**src/rtl/cla_seq_add_ctrl_pkg.sv**
```systemverilog
// Shared definitions for the nibble-serial carry-lookahead add/subtract sequencer.
package cla_seq_add_ctrl_pkg;

    localparam int NIBBLE = 4;

    typedef enum logic [1:0] {
        ST_IDLE = 2'd0,
        ST_RUN  = 2'd1,
        ST_DONE = 2'd2
    } state_t;

endpackage

```
**src/rtl/cla_seq_add_ctrl_cla.sv**
```systemverilog
// 4-bit carry-lookahead adder (the team CLA_adder): generate/propagate with
// fully expanded carries so no carry ripples inside the nibble.
module cla_seq_add_ctrl_cla (
    input  logic [3:0] i_a,
    input  logic [3:0] i_b,
    input  logic       i_cin,
    output logic [3:0] o_sum,
    output logic       o_cout
);

    logic [3:0] w_g;
    logic [3:0] w_p;
    logic [4:0] w_c;

    assign w_g = i_a & i_b;
    assign w_p = i_a ^ i_b;

    assign w_c[0] = i_cin;
    assign w_c[1] = w_g[0] | (w_p[0] & i_cin);
    assign w_c[2] = w_g[1] | (w_p[1] & w_g[0]) | (w_p[1] & w_p[0] & i_cin);
    assign w_c[3] = w_g[2] | (w_p[2] & w_g[1]) | (w_p[2] & w_p[1] & w_g[0])
                  | (w_p[2] & w_p[1] & w_p[0] & i_cin);
    assign w_c[4] = w_g[3] | (w_p[3] & w_g[2]) | (w_p[3] & w_p[2] & w_g[1])
                  | (w_p[3] & w_p[2] & w_p[1] & w_g[0])
                  | (w_p[3] & w_p[2] & w_p[1] & w_p[0] & i_cin);

    assign o_sum  = w_p ^ w_c[3:0];
    assign o_cout = w_c[4];

endmodule

```
**src/rtl/cla_seq_add_ctrl.sv**
```systemverilog
// WIDTH-bit add/subtract built from one 4-bit CLA reused over the operand
// nibbles, LSB first, with the nibble carry held in a register between passes.
module cla_seq_add_ctrl
    import cla_seq_add_ctrl_pkg::*;
#(
    parameter int WIDTH = 16
) (
    input  logic             clk,
    input  logic             rst,
    input  logic             in_valid,
    output logic             in_ready,
    input  logic [WIDTH-1:0] op_a,
    input  logic [WIDTH-1:0] op_b,
    input  logic             op_sub,
    output logic             out_valid,
    input  logic             out_ready,
    output logic [WIDTH-1:0] result,
    output logic             carry_out,
    output logic             overflow,
    output logic [1:0]       dbg_state
);

    localparam int NUM_NIB = WIDTH / NIBBLE;
    localparam int CNT_W   = (NUM_NIB > 1) ? $clog2(NUM_NIB) : 1;
    localparam logic [CNT_W-1:0] LAST_IDX = CNT_W'(NUM_NIB - 1);

    // Handshake: a transfer happens on a rising edge where valid and ready
    // are both high; in_ready only in IDLE, out_valid only in DONE.
    state_t             r_state;
    logic [CNT_W-1:0]   r_idx;
    logic               r_carry;
    logic [WIDTH-1:0]   r_a;
    logic [WIDTH-1:0]   r_b;
    logic [WIDTH-1:0]   r_result;
    logic               r_carry_out;
    logic               r_overflow;

    logic [NIBBLE-1:0]  w_a_nib;
    logic [NIBBLE-1:0]  w_b_nib;
    logic [NIBBLE-1:0]  w_sum;
    logic               w_cout;

    assign w_a_nib = r_a[NIBBLE*int'(r_idx) +: NIBBLE];
    assign w_b_nib = r_b[NIBBLE*int'(r_idx) +: NIBBLE];

    cla_seq_add_ctrl_cla u_cla_adder (
        .i_a    (w_a_nib),
        .i_b    (w_b_nib),
        .i_cin  (r_carry),
        .o_sum  (w_sum),
        .o_cout (w_cout)
    );

    always_ff @(posedge clk) begin
        if (rst) begin
            r_state     <= ST_IDLE;
            r_idx       <= '0;
            r_carry     <= 1'b0;
            r_result    <= '0;
            r_carry_out <= 1'b0;
            r_overflow  <= 1'b0;
        end else begin
            case (r_state)
                ST_IDLE: begin
                    if (in_valid) begin
                        // Subtract is A + ~B + 1: invert B and seed the carry.
                        r_a     <= op_a;
                        r_b     <= op_sub ? ~op_b : op_b;
                        r_carry <= op_sub;
                        r_idx   <= '0;
                        r_state <= ST_RUN;
                    end
                end
                ST_RUN: begin
                    r_result[NIBBLE*int'(r_idx) +: NIBBLE] <= w_sum;
                    r_carry <= w_cout;
                    if (r_idx == LAST_IDX) begin
                        r_carry_out <= w_cout;
                        // MSB operand bits xor sum bit give the carry into the MSB.
                        r_overflow  <= r_a[WIDTH-1] ^ r_b[WIDTH-1] ^ w_sum[NIBBLE-1] ^ w_cout;
                        r_state     <= ST_DONE;
                    end else begin
                        r_idx <= r_idx + CNT_W'(1);
                    end
                end
                ST_DONE: begin
                    if (out_ready) begin
                        r_state <= ST_IDLE;
                    end
                end
                default: r_state <= ST_IDLE;
            endcase
        end
    end

    assign in_ready  = (r_state == ST_IDLE) && !rst;
    assign out_valid = (r_state == ST_DONE);
    assign result    = r_result;
    assign carry_out = r_carry_out;
    assign overflow  = r_overflow;
    assign dbg_state = r_state;

endmodule

```
**config.mk**
```make
export PLATFORM = sky130hd
export DESIGN_NAME = cla_seq_add_ctrl
export DESIGN_NICKNAME = d
export VERILOG_FILES = /design/src/rtl/cla_seq_add_ctrl_pkg.sv /design/src/rtl/cla_seq_add_ctrl_cla.sv /design/src/rtl/cla_seq_add_ctrl.sv
export SDC_FILE = /design/constraint.sdc
export NUM_CORES = 1
export LEC_CHECK = 0
export CAP_MARGIN = 20
export CORE_UTILIZATION = 50
export CTS_CLUSTER_DIAMETER = 200
export DETAILED_ROUTE_END_ITERATION = 10
export PLACE_DENSITY = 0.88
export SYNTH_ARGS = -nofsm -noshare
export SYNTH_HDL_FRONTEND = slang
export SYNTH_HIERARCHICAL = 1
export SYNTH_SLANG_ARGS = --single-unit
```
**constraint.sdc**
```tcl
create_clock -name clk -period 3.35 [get_ports clk]
set_input_delay 0.335 -clock clk [delete_from_list [all_inputs] [get_ports clk]]
set_output_delay 0.335 -clock clk [all_outputs]
set_load 0.03 [all_outputs]
```
==> flow_summary.ini, run 1 <==
[die]
fp.dieH_um = 74.0
num_rows = 25
start_util_pct = 53.4
die_area_sq_mm = 0.00547
die_w_um = 74.0
io_pins = 59
core_sq_mm = 0.00485

[critical_path]
rrSetupSlack_ps = 630
start_kind = register
cp-startpoint = r_idx[0]$_SDFFE_PP0P_
cp.buffers_inverters = 1
endpoint_kind = register
crit_type = reg2reg
cp.arrival_ps = 2920
crit_fanout = 7
cp_common_cell = xor2_1
r2r-start = r_idx[0]$_SDFFE_PP0P_
max_stage_delay_ps = 630
reg2reg_to = overflow$_SDFFE_PP0P_
path_depth = 9
path_cells = mux4_1, ha_1, a21o_1, a31o_1, xor2_1, buf_4, xor2_1, xnor2_1, o21a_1
worstPathRequired_ps = 3560
crit_slowest_cell = mux4_1
critPathTopFamily = multiplexers
rr_worst_depth = 9

[synth]
ys.flop_type = edfxtp_1
syn_avg_cell_area_sq_um = 12.9
yosysWarnings = 6
synth_seq_cells = 55
ys_seq_area_share_pct = 54.9
async_flop_share_pct = 0
synth_edf_count = 32
synth.net_count = 248
syn_inst = 201
syn_area_sq_mm = 0.00259
synth_cell_types = 38

[clock_network]
postCtsSetupBuffers = 0
clock_latency_ps = 300
numClockSinks = 55
cts_buffers = 5
cts-root-buf = clkbuf_8
ctsHtreeMaxLevel = 2
clock_path_buffers = 2
cts_tree = yes
clk_pin_slew_ps = 100
ctsResizeCount = 0
cts_hold_buf = 0

[hold_path]
min_delay_path_depth = 2
min_path_type = reg2reg
min_to = result[7]$_SDFFE_PP0P_
hp-start = result[7]$_SDFFE_PP0P_

[sta]
setup_viol = 0
fmax_ghz = 0.368
min_period_ps = 2720
totalNegativeSetupSlack_ps = 0
rsz0062_at_grt = no
period_share_pct = 81.0
finalHoldViolCount = 0
clock_skew_ps = 11.8
max-slew-margin-rel_pct = 42.3
finalMaxSlewViolations = 0
finalWorstSetupSlack_ps = 635
worst_pin_slew_ps = 863

[detailed_routing]
wirelength_um = 4580
drc = 0
highest_layer = met4
vias_per_cell = 5.25
route.met3.wl_um = 213
routed-via-count = 1721
wl_met2_um = 2230
ant_nets = 0
wl_met1_um = 2020
drt_iter0_drc = 48
drt-pass1-iter-count = 4
avgRoutedWirePerCell_um = 14.0

[power]
finalPower_w = 0.00143
ir_worst_vdd_uv = 352
power.leakage_nw = 1.19
power_density_mw_per_mm2 = 430

[layout]
syn_to_final_growth_pct = 28.4
antenna_cells = 0
drive_above_1_share_pct = 6.51
nNetsFinal = 307

[global_routing]
grt_pass1_vias = 1589
grt_first_pass_wirelength_um = 7440
grt_max_degree = 33
antenna_found_initial = 0
grtUsageTotal_pct = 18.5
grt_overflow = 0

[placement]
dp_worst_setup_slack_ps = 639
hpwl_um = 3440
place.gp.congestion = 0.787
port_buffers = 58

[outcome]
outcome = finished clean

[flow_run]
maxCapViolCount = 0
-- per-stage QoR --
stage / util [%] / std cells / cell area [sq um] / hold WS [ps]
2_1_floorplan: - / 201 / 2590 / 412
3_3_place_gp: 66.4 / 320 / 3220 / 438
3_5_place_dp: 66.4 / 320 / 3220 / 444
4_1_cts: 68.6 / 328 / 3330 / 457
5_1_grt: 68.6 / 328 / 3330 / 468
6_report: 68.6 / 328 / 3330 / 455
-- cell usage in the layout (no fill, tap or decap), drive strengths merged, types with 4 or more instances in the layout --
cell / count
inv: 9
nand3b: 4
nand2: 15
xor2: 18
nand4: 8
mux4: 8
clkdlybuf4s50: 58
edfxtp: 32
dfxtp: 23
nand3: 6
nor2: 6
a21oi: 19
ha: 9
clkbuf: 5
xnor2: 4
buf: 5
-- cell usage after synthesis, types with 2 or more instances --
cell type	n	share of area, %
a21o_1	3	0.87
a21oi_1	18	3.5
a31oi_1	2	0.48
a32oi_1	3	1.0
buf_2	4	0.77
buf_4	2	0.58
clkbuf_1	3	0.43
dfxtp_1	23	18
edfxtp_1	32	37
ha_1	9	4.3
inv_1	9	1.3
mux2i_1	2	0.77
mux4_1	8	8.1
nand2_1	15	2.2
nand3_1	6	1.2
nand3b_1	4	1.2
nand4_1	8	1.9
nor2_1	6	0.87
nor2b_1	3	0.72
nor3_1	2	0.39
o21a_1	2	0.58
xnor2_1	4	1.4
xor2_1	18	6.1
-- logic make-up (layout without fill, tap and decap cells) --
family	after synthesis	after routing	share of synthesized area (%)
flip-flops	55	55	54.9
AND/OR/NAND/NOR	53	53	12.2
AO/OA/AOI/OAI	31	31	7.39
XOR/XNOR	22	22	7.44
buffers and inverters	20	80	4.10
adder cells (fa/ha/maj)	10	10	5.12
multiplexers	10	10	8.88
-- per-layer routing --
| metal | vias up | track usage (%) |
|---|---|---|
| met1 | 798 | 23.0 |
| li1 | 854 | - |
| met5 | - | 0 |
| met3 | 10 | 5.69 |
| met2 | 59 | 30.1 |
| met4 | 0 | 7.91 |
-- worst max-delay path by stage --
stage	endpoint
floorplan	r_a[0]$_DFFE_PP_
global placement	overflow$_SDFFE_PP0P_
global route	overflow$_SDFFE_PP0P_
detailed placement	overflow$_SDFFE_PP0P_
finish	overflow$_SDFFE_PP0P_
CTS	overflow$_SDFFE_PP0P_
-- layout make-up --
type	instances	area, sq um
Inverter	9	33.8
Timing Repair Buffer	63	618
Fill cell	366	1520
Sequential cell	55	1420
Tap cell	67	83.8
Clock buffer	5	68.8
Multi-Input combinational cell	126	1060
Clock inverter	3	38.8
-- tightest hold or removal path, cell delays in order, from the launching register on --
cell and delay (ps):
dfxtp_1 320, nand2_1 50, a21oi_1 50
-- registers in the layout, summed over array words and instances, names as in the netlist --
register / flops
r_a: 16
r_b: 16
result: 16
dbg_state: 2
r_idx: 2
carry_out: 1
overflow: 1
r_carry: 1
-- report_power, final --
group | switching (W) | internal [W]
Clock | 0.000204 | 0.000219
Sequential | 0.0000157 | 0.000745
Combinational | 0.000122 | 0.000125
Power figures use the tool's default switching activity.
==> run 2, diff against run 1 <==
--- a/config.mk
+++ b/config.mk
@@ -6,10 +6,10 @@
 export NUM_CORES = 1
 export LEC_CHECK = 0
 export CAP_MARGIN = 20
-export CORE_UTILIZATION = 50
+export CORE_UTILIZATION = 45
 export CTS_CLUSTER_DIAMETER = 200
 export DETAILED_ROUTE_END_ITERATION = 10
-export PLACE_DENSITY = 0.88
+export PLACE_DENSITY = 0.84
 export SYNTH_ARGS = -nofsm -noshare
 export SYNTH_HDL_FRONTEND = slang
 export SYNTH_HIERARCHICAL = 1
==> constraint.sdc (replaced) <==
create_clock -name clk -period 2.3 [get_ports clk]
set_input_delay 0.23 -clock clk [delete_from_list [all_inputs] [get_ports clk]]
set_output_delay 0.23 -clock clk [all_outputs]
set_load 0.03 [all_outputs]
==> run 2 against run 1 <==
  * The run now ends with setup timing left
  * Register-to-register slack lost 740 ps
  * Combinational power grew 68%
  * Hold slack lost 2.3 ps
  * Sequential share of layout area shrank 0.74 points
  * Critical path type unchanged
  * Largest power group unchanged
==> flow_summary.ini, run 2 (same netlist as run 1, synthesis figures left out) <==
[layout]
layout_common_cells = clkdlybuf4s50_1, edfxtp_1, dfxtp_1
drive_above_1_share_pct = 13.2
final_common_cell = clkdlybuf4s50_1
nNetsFinal = 311
antenna_cells = 0
layout.cells.non_filler = 337
syn_to_final_growth_pct = 31.0

[detailed_routing]
drt_iter0_drc = 62
vias_per_cell = 5.08
ant_nets = 0
wirelength_um = 4660
avgRoutedWirePerCell_um = 13.8
routed-via-count = 1711
drc = 0
drt-pass1-iter-count = 4

[hold_path]
min_path_type = reg2reg
hp-start = result[4]$_SDFFE_PP0P_
min_delay_path_depth = 2

[die]
die_w_um = 77.9
io_pins = 59
num_rows = 27
die_area_sq_mm = 0.00607
start_util_pct = 46.8
fp.dieH_um = 77.9
core_sq_mm = 0.00554

[sta]
min_period_ps = 2400
finalMaxSlewViolations = 0
totalNegativeSetupSlack_ps = -217
period_share_pct = 104
rsz0062_at_grt = yes
worst_pin_slew_ps = 884
max-slew-margin-rel_pct = 40.9
setup_viol = 4
finalWorstSetupSlack_ps = -101
fmax_ghz = 0.417
clock_skew_ps = 9.30
finalHoldViolCount = 0
hold_slack_ps = 453

[placement]
hpwl_um = 3450
place.gp.congestion = 0.780
port_buffers = 58
dp_cells = 329

[global_routing]
met2_usage_pct = 29.6
grt_first_pass_wirelength_um = 8050
grt_max_degree = 33
grt_use_met1_pct = 21.7
grt_pass1_vias = 1760
antenna_found_initial = 0
grt_overflow = 0
busiest_layer = met2
use_met3_pct = 3.88
grtUsageTotal_pct = 17.2

[clock_network]
postCtsSetupBuffers = 0
cts_tree = yes
clock_path_buffers = 2
clock_latency_ps = 300
cts_hold_buf = 0
clk_pin_slew_ps = 100
ctsHtreeMaxLevel = 2
numClockSinks = 55
cts-root-buf = clkbuf_8
cts_buffers = 5

[flow_run]
maxCapViolCount = 0

[power]
power.leakage_nw = 1.20
power_density_mw_per_mm2 = 607
finalPower_w = 0.00206
ir_worst_vdd_uv = 422

[critical_path]
worstPathRequired_ps = 2500
crit_end = overflow$_SDFFE_PP0P_
crit_type = reg2reg
endpoint_kind = register
start_kind = register
reg2reg_to = overflow$_SDFFE_PP0P_
rr_worst_depth = 8
rrSetupSlack_ps = -100
r2r-start = r_idx[0]$_SDFFE_PP0P_
cp-startpoint = r_idx[0]$_SDFFE_PP0P_
crit_fanout = 7
cp.arrival_ps = 2610

[outcome]
outcome = complete, but fails checks
violations = setup timing
run 2: worst min-delay path by stage:
stage,to
after floorplan,dbg_state[0]$_SDFFE_PP0P_
after global placement,result[10]$_SDFFE_PP0P_
after detailed placement,result[4]$_SDFFE_PP0P_
after CTS,result[4]$_SDFFE_PP0P_
after global routing,r_a[15]$_DFFE_PP_
final,result[4]$_SDFFE_PP0P_
run 2: per-stage QoR:
stage | setup slack [ps] | cell area, sq um | utilization [%]
after CTS | -111 | 3370 | 60.8
after global routing | -175 | 3400 | 61.3
after floorplan | -100 | 2610 | -
after detailed placement | -166 | 3270 | 59.0
after global placement | -112 | 3270 | 59.0
final | -101 | 3400 | 61.3
run 2: cell type report:
class,count,area (sq um)
Clock buffer,6,82.6
Tap cell,72,90.1
Clock inverter,2,11.3
Inverter,9,33.8
Timing Repair Buffer,67,652
Fill cell,457,2140
Sequential cell,55,1430
Multi-Input combinational cell,126,1100
run 2: repair_timing:
item / in CTS / in global routing
endpoints found under the setup margin: 11 / 13
cloned: 0 / 0
gates resized for setup: 3 / 5
run 2: critical path, cell delays in order (launching register included):
cell and delay, ps:
dfxtp_4 430, mux4_2 570, ha_4 260, a21o_1 160, a31o_1 210, a21o_1 190
xor2_1 170, xnor2_1 130, o21a_1 160
run 2: metal layers:
layer | vias up | share of wire, %
li1 | 859 | -
met1 | 804 | 43
met2 | 43 | 52
met3 | 5 | 3.8
met4 | 0 | 1.1
met5 | - | 0
run 2: where the power goes:
group / total (W) / internal [W] / switching, W
logic: 0.000414 / 0.000217 / 0.000196
clock network: 0.000541 / 0.000241 / 0.000300
registers: 0.00111 / 0.00108 / 0.0000231
total: 0.00206 / 0.00154 / 0.000519
==> run 3, diff against run 2 <==
--- a/config.mk
+++ b/config.mk
@@ -9,7 +9,7 @@
 export CORE_UTILIZATION = 45
 export CTS_CLUSTER_DIAMETER = 200
 export DETAILED_ROUTE_END_ITERATION = 10
-export PLACE_DENSITY = 0.84
+export PLACE_DENSITY = 0.77
 export SYNTH_ARGS = -nofsm -noshare
 export SYNTH_HDL_FRONTEND = slang
 export SYNTH_HIERARCHICAL = 1
==> run 3 against run 2 <==
  * The flow still finishes with violations (setup timing)
  * Sequential cell count unchanged
  * Wire length up 0.58%
  * Final cell count up 0.89%
  * Via count up 1.3%
  * Clock power about the same
  * First-iteration DRC count up 9.7%
  * Sequential power about the same
  * Hold slack better by 6.5 ps
  * Largest cell class unchanged
  * Largest power group unchanged
==> flow_summary.ini, run 3 (same netlist as run 1, synthesis figures left out) <==
[detailed_routing]
vias_per_cell = 5.10
ant_nets = 0
drc = 0
drt-pass1-iter-count = 4
wirelength_um = 4690
drt_iter0_drc = 68
avgRoutedWirePerCell_um = 13.8
routed-via-count = 1734

[clock_network]
numClockSinks = 55
cts_buffers = 5
cts-root-buf = clkbuf_8
ctsHtreeMaxLevel = 2
clk_pin_slew_ps = 100
cts_tree = yes
clock_path_buffers = 2
cts_hold_buf = 0
clock_latency_ps = 310

[sta]
clock_skew_ps = 6.60
hold_slack_ps = 460
totalNegativeSetupSlack_ps = -215
finalMaxSlewViolations = 0
period_share_pct = 105
finalWorstSetupSlack_ps = -120
worst_pin_slew_ps = 623
fmax_ghz = 0.413
max-slew-margin-rel_pct = 58.4
setup_viol = 4
finalHoldViolCount = 0
min_period_ps = 2420
rsz0062_at_grt = yes

[global_routing]
grt_max_degree = 33
grt_overflow = 0
grt_pass1_vias = 1727
grtUsageTotal_pct = 16.8
antenna_found_initial = 0
grt_first_pass_wirelength_um = 7940

[critical_path]
critPathTopFamily = compound AO/OA/AOI/OAI gates
rr_worst_depth = 8
worstPathRequired_ps = 2510
crit_type = reg2reg
cp.arrival_ps = 2630
crit_slowest_cell = mux4_2
start_kind = register
rrSetupSlack_ps = -120
endpoint_kind = register
cp.buffers_inverters = 0
max_stage_delay_ps = 570
crit_fanout = 7
path_cells = mux4_2, ha_4, a21o_1, a31o_1, a21o_1, xor2_1, xnor2_1, o21a_1
cp_common_cell = a21o_1
r2r-start = r_idx[0]$_SDFFE_PP0P_
reg2reg_to = overflow$_SDFFE_PP0P_

[die]
io_pins = 59
start_util_pct = 46.8
fp.dieH_um = 77.9
core_sq_mm = 0.00554
die_area_sq_mm = 0.00607
die_w_um = 77.9
num_rows = 27

[layout]
fill_cells = 459
drive_above_1_share_pct = 16.0
syn_to_final_growth_pct = 32.1
nNetsFinal = 314
final_common_cell = clkdlybuf4s50_1
utilization_pct = 61.8
layout_common_cells = clkdlybuf4s50_1, edfxtp_1, dfxtp_1
antenna_cells = 0

[power]
power.leakage_nw = 1.21
ir_worst_vdd_uv = 337
finalPower_w = 0.00208
power_density_mw_per_mm2 = 609

[hold_path]
min_path_type = reg2reg
min_to = result[9]$_SDFFE_PP0P_
hp-start = result[9]$_SDFFE_PP0P_
min_delay_path_depth = 2

[placement]
port_buffers = 58
dp_worst_setup_slack_ps = -211
hpwl_um = 3420
place.gp.congestion = 0.808

[outcome]
violations = setup timing
outcome = complete, but fails checks

[flow_run]
maxCapViolCount = 0
-- run 3: cell count changes in the layout (fill, tap and decap cells not counted), moves of 2 or more --
cell,before,now
a21oi_1,18,16
a21oi_2,1,3
buf_4,8,10
inv_6,0,2
-- run 3: final cells by class --
class / instances / area (sq um) / area share, %
sequential: 55 / 1430 / 41.6
multi-input combinational: 126 / 1100 / 32.3
timing repair buffer: 70 / 678 / 19.8
tap: 72 / 90.1 / 2.63
clock buffer: 5 / 68.8 / 2.01
inverter: 9 / 33.8 / 0.987
clock inverter: 3 / 22.5 / 0.658
-- run 3: how the worst max path moves through the flow --
stage	from	end	slack [ps]	cells past startpoint
final	r_idx[0]$_SDFFE_PP0P_	overflow$_SDFFE_PP0P_	-120	8
after global routing	r_idx[0]$_SDFFE_PP0P_	overflow$_SDFFE_PP0P_	-230	8
after CTS	r_idx[0]$_SDFFE_PP0P_	overflow$_SDFFE_PP0P_	-150	8
after detailed placement	r_idx[0]$_SDFFE_PP0P_	overflow$_SDFFE_PP0P_	-210	8
after global placement	r_idx[0]$_SDFFE_PP0P_	overflow$_SDFFE_PP0P_	-120	8
after floorplan	r_idx[0]$_SDFFE_PP0P_	overflow$_SDFFE_PP0P_	-100	9
-- run 3: per-layer routing --
metal	track usage, %	wire length [um]	vias up
li1	-	-	861
met1	21.0	2020	819
met2	28.9	2430	47
met3	2.94	170	7
met4	6.04	70	0
met5	0	0	-
-- run 3: worst register-to-register path: stages (launching register included) --
cell and delay [ps]:
dfxtp_4 440, mux4_2 570, ha_4 260, a21o_1 170, a31o_1 220, a21o_1 200, xor2_1 160, xnor2_1 140
o21a_1 170
-- run 3: timing repair --
action / 4_1_cts / 5_1_grt
endpoints found under the hold margin: 0 / 0
cloned: 0 / 0
setup buffers: 1 / 2
setup endpoints to repair: 11 / 13
resized for setup: 7 / 5
pin swaps: 1 / 11
-- run 3: report_power, final --
| part | leakage [nW] | total (W) | internal [W] | switching [W] |
|---|---|---|---|---|
| registers | 0.483 | 0.00111 | 0.00108 | 0.0000240 |
| logic | 0.677 | 0.000433 | 0.000228 | 0.000206 |
| clock network | 0.0451 | 0.000543 | 0.000220 | 0.000323 |
| total | 1.21 | 0.00208 | 0.00153 | 0.000553 |
-- run 3: stage by stage --
step                area [sq um]  std cells
CTS                         3400        339
global placement            3280        330
detailed placement          3280        330
floorplan                   2610        201
global route                3420        340
finish                      3420        340
